### config.mk
export PLATFORM = sky130hd
export DESIGN_NAME = fb_cell_writer_flat
export DESIGN_NICKNAME = d
export VERILOG_FILES = /design/src/rtl/fb_cell_writer_if.sv /design/src/rtl/fb_cell_writer.sv /design/src/flat_wrapper.sv
export SDC_FILE = /design/constraint.sdc
export NUM_CORES = 1
export LEC_CHECK = 0
export CORE_MARGIN = 5
export CORE_UTILIZATION = 33
export CTS_BUF_LIST = sky130_fd_sc_hd__clkbuf_4
export DETAILED_ROUTE_END_ITERATION = 10
export HOLD_SLACK_MARGIN = 0.15
export PLACE_DENSITY = 0.55
export SYNTH_ARGS = -nofsm -noshare
export SYNTH_HDL_FRONTEND = slang
export SYNTH_SLANG_ARGS = --single-unit
### constraint.sdc
create_clock -name clk108 -period 2.05 [get_ports clk108]
set_input_delay 0.5125 -clock clk108 [delete_from_list [all_inputs] [get_ports clk108]]
set_output_delay 0.5125 -clock clk108 [all_outputs]
set_load 0.02 [all_outputs]
### src/rtl/fb_cell_writer_if.sv
// Cell-stream handshake and frame-RAM port-A write bus shared by the cell
// producer (master) and fb_cell_writer (slave).
interface fb_cell_writer_if #(
    parameter int DATA_W = 20,
    parameter int ADDR_W = 16
) ();
    logic              cell_valid;
    logic              cell_bit;
    logic              cell_last;
    logic              cell_ready;
    logic              wr_en;
    logic [ADDR_W-1:0] wr_addr;
    logic [DATA_W-1:0] wr_data;

    modport master (
        output cell_valid, cell_bit, cell_last,
        input  cell_ready, wr_en, wr_addr, wr_data
    );

    modport slave (
        input  cell_valid, cell_bit, cell_last,
        output cell_ready, wr_en, wr_addr, wr_data
    );
endinterface

### src/rtl/fb_cell_writer.sv
// Packs a serial cell-bit stream into 20-pixel words and writes one full
// 1280x1024 frame into the frame RAM per frame_start pulse.
module fb_cell_writer #(
    parameter int DATA_W        = 20,
    parameter int ADDR_W        = 16,
    parameter int WORDS_PER_ROW = 64,
    parameter int ROWS          = 1024
) (
    input  logic                clk108,
    input  logic                reset_n,
    input  logic                frame_start,
    fb_cell_writer_if.slave     bus,
    output logic [9:0]          row_count,
    output logic                busy,
    output logic                frame_done
);
    localparam int COL_W = $clog2(WORDS_PER_ROW);

    typedef enum logic [1:0] {IDLE, FILL, PAD, DONE} state_t;

    state_t            state_q,      state_d;
    logic [4:0]        bit_cnt_q,    bit_cnt_d;
    logic [ADDR_W-1:0] word_addr_q,  word_addr_d;
    logic [9:0]        row_count_q,  row_count_d;
    logic [DATA_W-1:0] shift_q,      shift_d;
    logic              wr_en_q,      wr_en_d;
    logic [ADDR_W-1:0] wr_addr_q,    wr_addr_d;
    logic [DATA_W-1:0] wr_data_q,    wr_data_d;
    logic              frame_done_q, frame_done_d;

    logic [DATA_W-1:0] packed_word;
    logic              row_end;

    always_comb begin
        // NOTE: every always_comb output gets a default first so no path can infer a latch.
        state_d      = state_q;
        bit_cnt_d    = bit_cnt_q;
        word_addr_d  = word_addr_q;
        row_count_d  = row_count_q;
        shift_d      = shift_q;
        wr_en_d      = 1'b0;
        wr_addr_d    = wr_addr_q;
        wr_data_d    = wr_data_q;
        frame_done_d = 1'b0;

        // Bit 0 is the leftmost pixel; upper bits stay 0 until filled.
        packed_word = shift_q | (DATA_W'(bus.cell_bit) << bit_cnt_q);
        row_end     = (word_addr_q[COL_W-1:0] == COL_W'(WORDS_PER_ROW - 1));

        unique case (state_q)
            IDLE: begin
                if (frame_start) begin
                    state_d     = FILL;
                    bit_cnt_d   = '0;
                    word_addr_d = '0;
                    row_count_d = '0;
                    shift_d     = '0;
                end
            end
            FILL: begin
                if (bus.cell_valid) begin
                    if (bit_cnt_q == 5'(DATA_W - 1) || bus.cell_last) begin
                        wr_en_d     = 1'b1;
                        wr_addr_d   = word_addr_q;
                        wr_data_d   = packed_word;
                        shift_d     = '0;
                        bit_cnt_d   = '0;
                        word_addr_d = word_addr_q + 1'b1;
                        if (row_end) begin
                            row_count_d = row_count_q + 1'b1;
                            if (row_count_q == 10'(ROWS - 1)) state_d = DONE;
                        end else if (bus.cell_last) begin
                            state_d = PAD;
                        end
                    end else begin
                        shift_d   = packed_word;
                        bit_cnt_d = bit_cnt_q + 1'b1;
                    end
                end
            end
            PAD: begin
                wr_en_d     = 1'b1;
                wr_addr_d   = word_addr_q;
                wr_data_d   = '0;
                word_addr_d = word_addr_q + 1'b1;
                if (row_end) begin
                    row_count_d = row_count_q + 1'b1;
                    state_d     = (row_count_q == 10'(ROWS - 1)) ? DONE : FILL;
                end
            end
            DONE: begin
                // Registered so the pulse lands one cycle after the final write.
                frame_done_d = 1'b1;
                state_d      = IDLE;
            end
            default: state_d = IDLE;
        endcase
    end

    always_ff @(posedge clk108 or negedge reset_n) begin
        if (!reset_n) begin
            state_q      <= IDLE;
            bit_cnt_q    <= '0;
            word_addr_q  <= '0;
            row_count_q  <= '0;
            shift_q      <= '0;
            wr_en_q      <= 1'b0;
            wr_addr_q    <= '0;
            wr_data_q    <= '0;
            frame_done_q <= 1'b0;
        end else begin
            // NOTE: non-blocking assignments so every flop samples pre-edge values.
            state_q      <= state_d;
            bit_cnt_q    <= bit_cnt_d;
            word_addr_q  <= word_addr_d;
            row_count_q  <= row_count_d;
            shift_q      <= shift_d;
            wr_en_q      <= wr_en_d;
            wr_addr_q    <= wr_addr_d;
            wr_data_q    <= wr_data_d;
            frame_done_q <= frame_done_d;
        end
    end

    assign bus.cell_ready = (state_q == FILL);
    assign bus.wr_en      = wr_en_q;
    assign bus.wr_addr    = wr_addr_q;
    assign bus.wr_data    = wr_data_q;
    assign row_count      = row_count_q;
    assign busy           = (state_q != IDLE);
    assign frame_done     = frame_done_q;
endmodule

### src/flat_wrapper.sv
// flat-port wrapper written by rule: the top's interface ports become plain ports
module fb_cell_writer_flat 
#(
    parameter int DATA_W        = 20,
    parameter int ADDR_W        = 16,
    parameter int WORDS_PER_ROW = 64,
    parameter int ROWS          = 1024
)
  (clk108, reset_n, frame_start, row_count, busy, frame_done, bus_cell_valid, bus_cell_bit, bus_cell_last, bus_cell_ready, bus_wr_en, bus_wr_addr, bus_wr_data);
  fb_cell_writer_if #(.DATA_W(DATA_W), .ADDR_W(ADDR_W)) bus_i ();
  input  logic clk108;
  input  logic reset_n;
  input  logic frame_start;
  output logic [9:0] row_count;
  output logic busy;
  output logic frame_done;
  input wire logic [$bits(bus_i.cell_valid)-1:0] bus_cell_valid;
  input wire logic [$bits(bus_i.cell_bit)-1:0] bus_cell_bit;
  input wire logic [$bits(bus_i.cell_last)-1:0] bus_cell_last;
  output wire logic [$bits(bus_i.cell_ready)-1:0] bus_cell_ready;
  output wire logic [$bits(bus_i.wr_en)-1:0] bus_wr_en;
  output wire logic [$bits(bus_i.wr_addr)-1:0] bus_wr_addr;
  output wire logic [$bits(bus_i.wr_data)-1:0] bus_wr_data;
  assign bus_i.cell_valid = bus_cell_valid;
  assign bus_i.cell_bit = bus_cell_bit;
  assign bus_i.cell_last = bus_cell_last;
  assign bus_cell_ready = bus_i.cell_ready;
  assign bus_wr_en = bus_i.wr_en;
  assign bus_wr_addr = bus_i.wr_addr;
  assign bus_wr_data = bus_i.wr_data;
  fb_cell_writer #(.DATA_W(DATA_W), .ADDR_W(ADDR_W), .WORDS_PER_ROW(WORDS_PER_ROW), .ROWS(ROWS)) u_core (.clk108(clk108), .reset_n(reset_n), .frame_start(frame_start), .bus(bus_i), .row_count(row_count), .busy(busy), .frame_done(frame_done));
endmodule
==> summary.txt <==
Outcome -> finished, final reports clean
Total routed wirelength -> 10590 um
Design area -> 5575 um2
Crit path capture type -> flip-flop
Crit-path leading delay family -> compound AO/OA/AOI/OAI gates
Vias in the first global route -> 3417
FP Rows -> 41
Clock-pin slew on the worst setup and hold paths -> 0.14 ns
Die height -> 123.3 um
CP bufs+invs -> 0
Final hold violations -> 0
Ys Warns -> 0
Post-Place Setup Slack -> -0.3483 ns
Final #Nets -> 551
Crit path kind -> reg -> reg
Cell Pwr Density -> 1082 nW/um2
LEAKAGE -> 0.002606 uW
Clock Skew -> 0.01465 ns
Die width -> 123.3 um
Final ANT Viol Nets -> 0
Core ar. -> 12620 um2
Max clock buf depth -> 2
Setup WS post-layout -> 0.05831 ns
Critical Path Fanout Max -> 12
Post-synthesis net count -> 456
I/O Pins -> 56
Switch Pwr -> 2426 uW
Count of unique library cells instantiated by Yosys -> 41
Global-route wire length before repair -> 17250 um
Port Buffer Count -> 55
Period utilization -> 0.9716
Largest net degree at the start of global routing -> 35
CP Data Arrival Time -> 2.37 ns
WP data required -> 2.43 ns
Share of layout cells above drive strength 1 -> 0.1956
CP peak stage delay -> 0.47 ns
Maximum vdd drop -> 489.2 uV
Post-synthesis register bit count -> 91
Max Freq -> 502.1 MHz
Placed Instances -> 694
Non-filler cells, final -> 714
Setup violators final -> 0
Setup tns final -> 0 ns
Residual DRC -> 0
Comb pwr share -> 0.496
Initial Util -> 0.3359
Number of buffers created by CTS -> 9
Critical path startpoint category -> flip-flop
CTS tree -> yes
Initial DRC Count -> 188
Avg WL per Cell -> 14.83 um
Critical path's slowest cell -> dfrtp_2
H-Tree Depth -> 3
Initial antenna violation count -> 0
Fillcell total -> 1258
Detailed-route via count -> 3523
GRT Residual Overflow -> 0
TritonRoute pass-1 iters -> 4
Sequential share of the synthesized area -> 0.5372
HP Class -> reg -> reg
Ant diodes -> 0
Placed cell area -> 5323 um2
Sw Ratio -> 0.4023
Total global-route track usage -> 0.1468
Clock latency on the worst-skew pair -> 0.45 ns
Worst reg2reg setup slack -> 0.06 ns
Max_cap viols -> 0
Final HPWL DP -> 7483 um
Slew headroom -> 0.6096
TritonCTS Sinks -> 91
Crit path cell chain -> ha_4 > nor2b_1 > a2111o_1 > or2_4 > nand2b_1 > o21ai_0
Count of pins over their slew limit -> 0
Worst Tran Pin Value -> 0.5844 ns
Internal Pwr Total -> 3606 uW
Part of the power in registers -> 0.366
DR vias/cell -> 4.934
Area Growth Syn to Fin -> 31.52%
Syn Std Cell Area -> 4239 um2
Clk network pwr share -> 0.137
Clock Tree Root -> clkbuf_4
Syn Inst Count -> 442
Routability cong. -> 0.7938
Die area -> 15210 um2
Mean Syn Cell Area -> 9.591 um2
Hold slack -> 0.4893 ns
Post-route minimum period -> 1.992 ns
stage by stage:
step	util	total power, uW
4_1_cts	0.4306	5765
2_1_floorplan	-	3759
5_1_grt	0.4418	6491
6_report	0.4418	6032
3_5_place_dp	0.4218	4868
3_3_place_gp	0.4218	4827
final timing paths:
kind	startpoint	endpoint	cells past startpoint
min reg2reg	u_core.bus.wr_data[19]	u_core.bus.wr_data[19]	2
max	u_core.state_q[0]	u_core.row_count[5]	6
max in group asynchronous	reset_n	u_core.state_q[0]	3
min	u_core.bus.wr_data[19]	u_core.bus.wr_data[19]	2
min in group asynchronous	reset_n	u_core.bit_cnt_q[0]	2
max reg2reg	u_core.state_q[0]	u_core.row_count[5]	6
synthesized netlist by cell type, drive strengths merged:
library cell	instances	area share
nand4bb	1	0.0065
a22oi	2	0.0035
nand3	9	0.011
o21a	1	0.0018
mux2	15	0.040
a2111o	1	0.0027
a211o	1	0.0021
nor2	47	0.042
nand4	7	0.010
o22a	1	0.0021
a311oi	1	0.0021
a31oi	1	0.0015
o31a	1	0.0021
o31ai	7	0.012
ha	8	0.024
or3	2	0.0030
and4	2	0.0041
a22o	4	0.0083
buf	8	0.012
dfrtp	91	0.54
a21oi	47	0.055
nand2	57	0.050
or2	3	0.0044
nor3	11	0.013
nor2b	6	0.0089
nor3b	1	0.0018
o41ai	2	0.0059
a41oi	1	0.0021
and3	3	0.0044
inv	9	0.0080
mux2i	7	0.017
and2	3	0.0044
nor4	3	0.0044
o21ai	53	0.063
clkbuf	15	0.013
nand2b	7	0.010
a21o	4	0.0071
worst reg2reg max path, stage by stage (launching register included):
cell and delay (ns):
dfrtp_2 0.47, ha_4 0.18, nor2b_1 0.14, a2111o_1 0.47, or2_4 0.33, nand2b_1 0.16, o21ai_0 0.17
power by group through the flow:
stage,clock [uW],sequential (uW),combinational [uW]
floorplan,0,2350,1410
global placement,0,2230,2590
detailed placement,0,2240,2620
CTS,884,2210,2670
global route,958,2250,3290
finish,829,2210,2990
placed cells by master, fill, tap and decap left out, types with 5 or more instances in the layout:
cell	Yosys	layout
dfrtp_1	91	90
nand2_1	57	57
a21oi_1	47	46
buf_4	0	45
nor2_1	47	44
o21ai_0	53	44
clkdlybuf4s50_1	0	37
mux2_2	15	15
dlygate4sd2_1	0	10
nand3_1	9	9
clkbuf_4	0	9
inv_1	9	7
nand2b_1	7	7
nor3_1	11	7
nand4_1	7	7
mux2i_1	7	7
o21ai_1	0	7
o31ai_1	7	7
ha_1	8	6
nor2b_1	6	5
dlymetal6s2s_1	0	5
registers in the layout (all words and copies together) (netlist names):
name and cells:
u_core.bus.wr_addr 16, u_core.bus.wr_data 20, u_core.row_count 10, u_core.state_q 2, u_core.frame_done 1, u_core.word_addr_q 16, u_core.bus.wr_en 1, u_core.bit_cnt_q 5
u_core.shift_q 20
kinds of logic (layout without fill, tap and decap cells):
| logic type | after synthesis | count (layout) | synth area share |
|---|---|---|---|
| AOI/OAI and AO/OA | 127 | 127 | 0.1715 |
| adders and majority gates | 8 | 8 | 0.02361 |
| buffers and inverters | 32 | 132 | 0.03306 |
| DFF | 91 | 91 | 0.5372 |
| muxes | 22 | 22 | 0.05638 |
| and+or+nand+nor | 162 | 162 | 0.1783 |
metal layers:
layer,global-route usage,up-vias,part of all wire
li1,-,1742,-
met1,0.1876,1704,0.46
met2,0.2423,65,0.49
met3,0.04575,12,0.042
met4,0.03737,0,0.012
met5,0,-,0
repair_timing:
| item | CTS | global route |
|---|---|---|
| setup endpoints to repair | 38 | 46 |
| hold buffers | 1 | 0 |
| gates resized for setup | 22 | 34 |
| cloned | 0 | 2 |
| pin swaps | 1 | 9 |
| endpoints found under the hold margin | 31 | 0 |
| setup buffers | 1 | 0 |
layout make-up:
type / instances / area (um2) / share of cell area
Multi-Input combinational cell: 319 / 1926 / 0.3454
Timing Repair Buffer: 107 / 1020 / 0.1829
Clock buffer: 9 / 67.56 / 0.01212
Inverter: 9 / 33.78 / 0.006059
Clock inverter: 7 / 35.03 / 0.006284
Tap cell: 172 / 215.2 / 0.03860
Sequential cell: 91 / 2278 / 0.4087
No activity file was read; power rests on OpenSTA's default activity.
==> edit 1 (same settings) <==
Put one more register stage on the output `row_count`, without a reset. The value now appears one clock later. The other outputs are not delayed to match.
--- a/src/rtl/fb_cell_writer.sv
+++ b/src/rtl/fb_cell_writer.sv
@@ -126,7 +126,9 @@
     assign bus.wr_en      = wr_en_q;
     assign bus.wr_addr    = wr_addr_q;
     assign bus.wr_data    = wr_data_q;
-    assign row_count      = row_count_q;
+    always_ff @(posedge clk108) begin
+        row_count <= row_count_q;
+    end
     assign busy           = (state_q != IDLE);
     assign frame_done     = frame_done_q;
 endmodule
Formal check against the unedited RTL: no difference found for any inputs over 10 cycles, from zero or initial values and one cycle with reset_n low; that may be too few to reach the edited logic, so the function may still have changed.
==> edit 1 against the unedited design <==
Worst setup slack improved by 0.0094 ns. Sequential share of layout area rose by 2.1 points. Synthesized cell count fell by 3.2%. Synthesized area rose by 4.6%. Global-route usage fell by 0.57 points. Count of clock-buffer cells in the layout rose by 2. Design area rose by 3.4%. Sequential cell count rose by 10. Clock skew rose by 0.0035 ns. Wire length rose by 2.6%. Critical path type unchanged. Critical endpoint is now u_core.row_count_q[6].
Power is not compared: it rests on default switching activity, and its combinational part moved more than twofold at a synthesized area within 25%.
==> edit 1: results (changes against the unedited design) <==
Place
  • GPL Wtd Cong: 0.794 (about the same)
  • Placed Area: 5510 µm² (+3.6%)
  • Final HPWL DP: 7.72 mm (+3.1%)
  • Placed instance count: 687 (-1.0%)
  • Pre-CTS WS: -0.248 ns (+0.0999 ns)

Detailed routing
  • Vias per std cell: 5.08 (+2.9%)
  • Met1 wire length: 4.74 mm (-2.1%)
  • 1st-iter DRT viols: 209 (+11%)
  • Met3 WL: 411 µm (-7.4%)
  • DRT Wirelength: 10.9 mm (+2.6%)
  • First-pass DRT Iterations: 4 (unchanged)
  • WL met2: 5.60 mm (+8.1%)
  • WL/cell: 15.4 µm (+3.8%)

Hold path
  • Hold_sp: u_core.row_count_q[5]
  • Hold EP: u_core.row_count[5]
  • Hold depth: 0 (-2)
  • Min-delay worst type: reg2reg

Final layout
  • Diode count: 0 (unchanged)
  • Fraction of layout cells with a size suffix above 1: 17.0% (-2.6 points)
  • Nets: 539 (-2.2%)

Power
  • Sw Pwr: 0.721 mW
  • Clock power share: 31.8%
  • Pwr Density: 522 nW/µm²

GRT
  • Total GRT Usage: 14.1% (-0.57 points)
  • Met1 Use GR: 17.2% (-1.6 points)
  • Largest net degree at the start of global routing: 44 (+26%)
  • First-pass GRT wire length: 18.2 mm (+5.5%)
  • Vias in the first global route: 3586 (+4.9%)
  • Antenna violations before repair: 0 (unchanged)
  • Grt met2 use: 24.6% (+0.41 points)
  • Met3 Use GR: 4.02% (-0.55 points)

Timing
  • Period utilisation layout: 96.7% (-0.46 points)
  • Max_slew headroom: 59.6% (-1.4 points)
  • WHS: 0.459 ns (-0.0305 ns)
  • Final worst clock skew: 0.0181 ns (+0.00349 ns)

CTS
  • Htree depth: 3 (unchanged)
  • Clk_lat worst skew: 0.47 ns (+0.02 ns)
  • CTS Buf Count: 9 (unchanged)
  • Post-CTS Resized: 7 (-68%)

Synth
  • Post-synthesis instance total: 428 (-3.2%)
  • Post-Syn Nets: 442 (-3.1%)
  • Top cells by count, synth: 91 x dfrtp_1, 50 x nor2_1, 36 x nand2_1, 29 x a21oi_1, 20 x o2bb2ai_1
  • Part of the Yosys area used for sequential elements: 55.9% (+2.2 points)
  • Count of cell types in the netlist: 50 (+22%)
  • Ys async rst share: 90.1% (-9.9 points)
  • Area contributors post-synth: dfrtp_1 51%, dfxtp_1 4.5%, nor2_1 4.2%, o2bb2ai_1 4.0%, a21oi_1 3.3%

Setup path
  • CP max-delay cell: or3_4
  • CP max FO: 4 (-8)
  • Reg2reg start: u_core.bit_cnt_q[0]
  • Crit Reg-Reg Endpoint: u_core.row_count_q[6]
  • Crit-path max cell delay: 0.42 ns (-0.05 ns)
  • Critical path class: reg2reg

Status
  • Outcome: finished, final reports clean
==> edit 1: cell count changes after synthesis, moves of 12 or more <==
cell	change
o21ai_0	-38
nand2_1	-21
o2bb2ai_1	+20
a31oi_1	+12
a21oi_1	-18
==> edit 1: layout make-up <==
class                      count  area [µm²]
timing repair buffer         105        1010
tap                          176         220
clock inverter                 5        37.5
sequential                   101        2480
multi-input combinational    298        1890
fill                        1255        7420
inverter                      10        37.5
clock buffer                  11        82.6
==> edit 1: cell families after synthesis <==
logic type | after synthesis | synth area share [%]
compound gates | 113 | 17.2
simple gates | 155 | 16.5
fa+ha+maj | 8 | 2.26
xor+xnor | 4 | 0.790
buf+inv | 29 | 2.82
flops | 101 | 55.9
mux | 18 | 4.52
==> edit 1: worst max-delay path: cells and delay by family (launching register included) <==
family                   cells  cell delay (ns)
flip-flops                   1             0.39
adder cells (fa/ha/maj)      1             0.18
AND/OR/NAND/NOR              3             1.02
AO/OA/AOI/OAI                2             0.33
==> edit 2 (same settings) <==
Without the edit above. `ADDR_W` is set to 16 in 3 places; all go to 18.
--- a/src/rtl/fb_cell_writer_if.sv
+++ b/src/rtl/fb_cell_writer_if.sv
@@ -2,7 +2,7 @@
 // producer (master) and fb_cell_writer (slave).
 interface fb_cell_writer_if #(
     parameter int DATA_W = 20,
-    parameter int ADDR_W = 16
+    parameter int ADDR_W = 18
 ) ();
     logic              cell_valid;
     logic              cell_bit;
--- a/src/rtl/fb_cell_writer.sv
+++ b/src/rtl/fb_cell_writer.sv
@@ -2,7 +2,7 @@
 // 1280x1024 frame into the frame RAM per frame_start pulse.
 module fb_cell_writer #(
     parameter int DATA_W        = 20,
-    parameter int ADDR_W        = 16,
+    parameter int ADDR_W        = 18,
     parameter int WORDS_PER_ROW = 64,
     parameter int ROWS          = 1024
 ) (
--- a/src/flat_wrapper.sv
+++ b/src/flat_wrapper.sv
@@ -2,7 +2,7 @@
 module fb_cell_writer_flat 
 #(
     parameter int DATA_W        = 20,
-    parameter int ADDR_W        = 16,
+    parameter int ADDR_W        = 18,
     parameter int WORDS_PER_ROW = 64,
     parameter int ROWS          = 1024
 )
Ports: changed (resized bus_wr_addr); port bits go from 56 to 58. No check against the original RTL was run, so the function may have changed too.
==> edit 2 against the unedited design <==
Sequential cell count up 4. Design area increased by 5.0%. Synthesized area rose by 4.2%. Worst setup slack improved by 0.00064 ns. Non-clock buffer count increased by 5. Wire length up 1.6%. Critical path type unchanged. Highest routed layer unchanged.
Power is not compared: it rests on default switching activity, and its combinational part moved more than twofold at a synthesized area within 25%.
==> edit 2: results (changes against the unedited design) <==
Timing
  • Final worst clock skew: 0.0197 ns (+0.00509 ns)
  • Worst slew pin tran: 0.662 ns (+0.0779 ns)

Detailed routing
  • Vias post-DR: 3567 (+1.2%)
  • DRT Wirelength: 10.8 mm (+1.6%)
  • First-pass DRT Iterations: 5 (+1)
  • 1st-iter DRT viols: 232 (+23%)

Synth
  • Synth warnings: 0 (unchanged)
  • Post-Syn Nets: 455 (-0.22%)
  • Area contributors post-synth: dfrtp_1 54%, nor2_1 4.2%, o21ai_0 4.2%, mux2_2 4.1%, nand2_1 3.7%
  • Count of cell types in the netlist: 46 (+12%)
  • Ys async rst share: 100% (unchanged)
  • Part of the Yosys area used for sequential elements: 53.8% (+0.11 points)
  • Top cells by count, synth: 95 x dfrtp_1, 50 x nor2_1, 43 x nand2_1, 37 x o21ai_0, 30 x a21oi_1

Hold path
  • Min-delay worst type: reg2reg
  • Hold_sp: u_core.bus.wr_data[5]

CTS
  • CTS clk-pin slew, worst paths: 0.16 ns (+0.02 ns)
  • CTS root buf: clkbuf_4
  • CTS Buf Count: 9 (unchanged)
  • Clk_lat worst skew: 0.47 ns (+0.02 ns)
  • Buffer depth of the longest clock path: 2 (unchanged)

Final layout
  • Fraction of layout cells with a size suffix above 1: 21.5% (+1.9 points)
  • Nets: 554 (+0.54%)

Status
  • Outcome: finished, final reports clean

Place
  • Placed Area: 5580 µm² (+4.9%)
  • PortBufs: 57 (+3.6%)
  • Final HPWL DP: 7.60 mm (+1.5%)
  • GPL Wtd Cong: 0.787 (-0.92%)

GRT
  • Total GRT Usage: 14.0% (-0.69 points)
  • First-pass GRT wire length: 18.0 mm (+4.3%)
  • Vias in the first global route: 3545 (+3.7%)
  • Largest net degree at the start of global routing: 96 (+170%)

Setup path
  • CP max FO: 5 (-7)
  • Critical path arrival: 2.39 ns (+0.02 ns)

Power
  • P_leak: 2.86 nW
==> edit 2: cell types whose count changed in the layout (fill, tap and decap cells not counted), sizes merged, moves of 10 or more <==
cell	before	now
o21ai	53	37
clkdlybuf4s50	37	26
nand2	57	43
xnor2	0	10
dlymetal6s2s	5	16
a21oi	47	30
a31oi	1	16
==> edit 2: per-layer routing <==
layer	GRT usage, %	vias to the layer above	routed length [µm]
li1	-	1743	-
met1	18.6	1744	5050
met2	22.6	61	5150
met3	2.84	19	332
met4	5.29	0	222
met5	0	-	0
==> edit 2: area by class of cell <==
cell class	count	area, µm²
clock buffer	9	67.6
fill	1300	7330
multi-input combinational	310	1990
tap	176	220
inverter	12	45.0
clock inverter	7	73.8
timing repair buffer	112	1080
sequential	95	2380
==> edit 2: logic make-up (layout without fill, tap and decap cells) <==
kind of cell               count (synthesis)  in the layout  share of synthesized area, %
and+or+nand+nor                          165            165                          18.3
AOI/OAI and AO/OA                        103            103                          14.1
DFF                                       95             95                          53.8
buffers and inverters                     36            140                          3.85
muxes                                     18             18                          4.53
xor gates and xnor gates                  16             16                          3.17
adders and majority gates                  8              8                          2.27
==> edit 2: timing repair <==
item / CTS / global route
hold buffers: 1 / 0
setup buffers: 2 / 2
resized for setup: 24 / 29
endpoints found under the setup margin: 19 / 38
pin swaps: 4 / 8
endpoints found under the hold margin: 95 / 0
==> edit 2: path summary, 6_finish.rpt <==
| path | end | slack (ns) | cells after the start |
|---|---|---|---|
| setup / recovery | u_core.row_count[8] | 0.06 | 8 |
| hold / removal | u_core.bus.wr_data[5] | 0.50 | 2 |
| setup reg to reg | u_core.row_count[8] | 0.06 | 8 |
| hold reg to reg | u_core.bus.wr_data[5] | 0.50 | 2 |
| max in group asynchronous | u_core.state_q[0] | 0.99 | 3 |
| min in group asynchronous | u_core.bus.wr_data[6] | 0.60 | 3 |
==> edit 2: power groups by stage <==
stage	combinational (mW)	clock (mW)	sequential (mW)
after global placement	0.417	0	1.93
after detailed placement	0.420	0	1.93
after global routing	0.477	1.15	1.90
after CTS	0.430	1.08	1.90
final	0.438	1.01	1.90
after floorplan	0.189	0	1.95
==> edit 2: worst max-delay path: stages (launching register included) <==
cell and delay (ns):
dfrtp_2 0.47, ha_4 0.18, nor2b_4 0.13, buf_6 0.12
a2111oi_4 0.44, buf_4 0.22, nand4_1 0.11, xor2_1 0.16
nor2_1 0.10
==> edit 2: per-stage QoR <==
stage               power [mW]  worst slack [ns]  instances  hold slack [ns]
finish                    3.35            0.0590        721            0.495
global route              3.53           -0.0478        721            0.524
CTS                       3.41           0.00746        719            0.507
detailed placement        2.35            -0.313        700            0.471
global placement          2.35            -0.306        700            0.463
floorplan                 2.14           0.00808        441            0.217
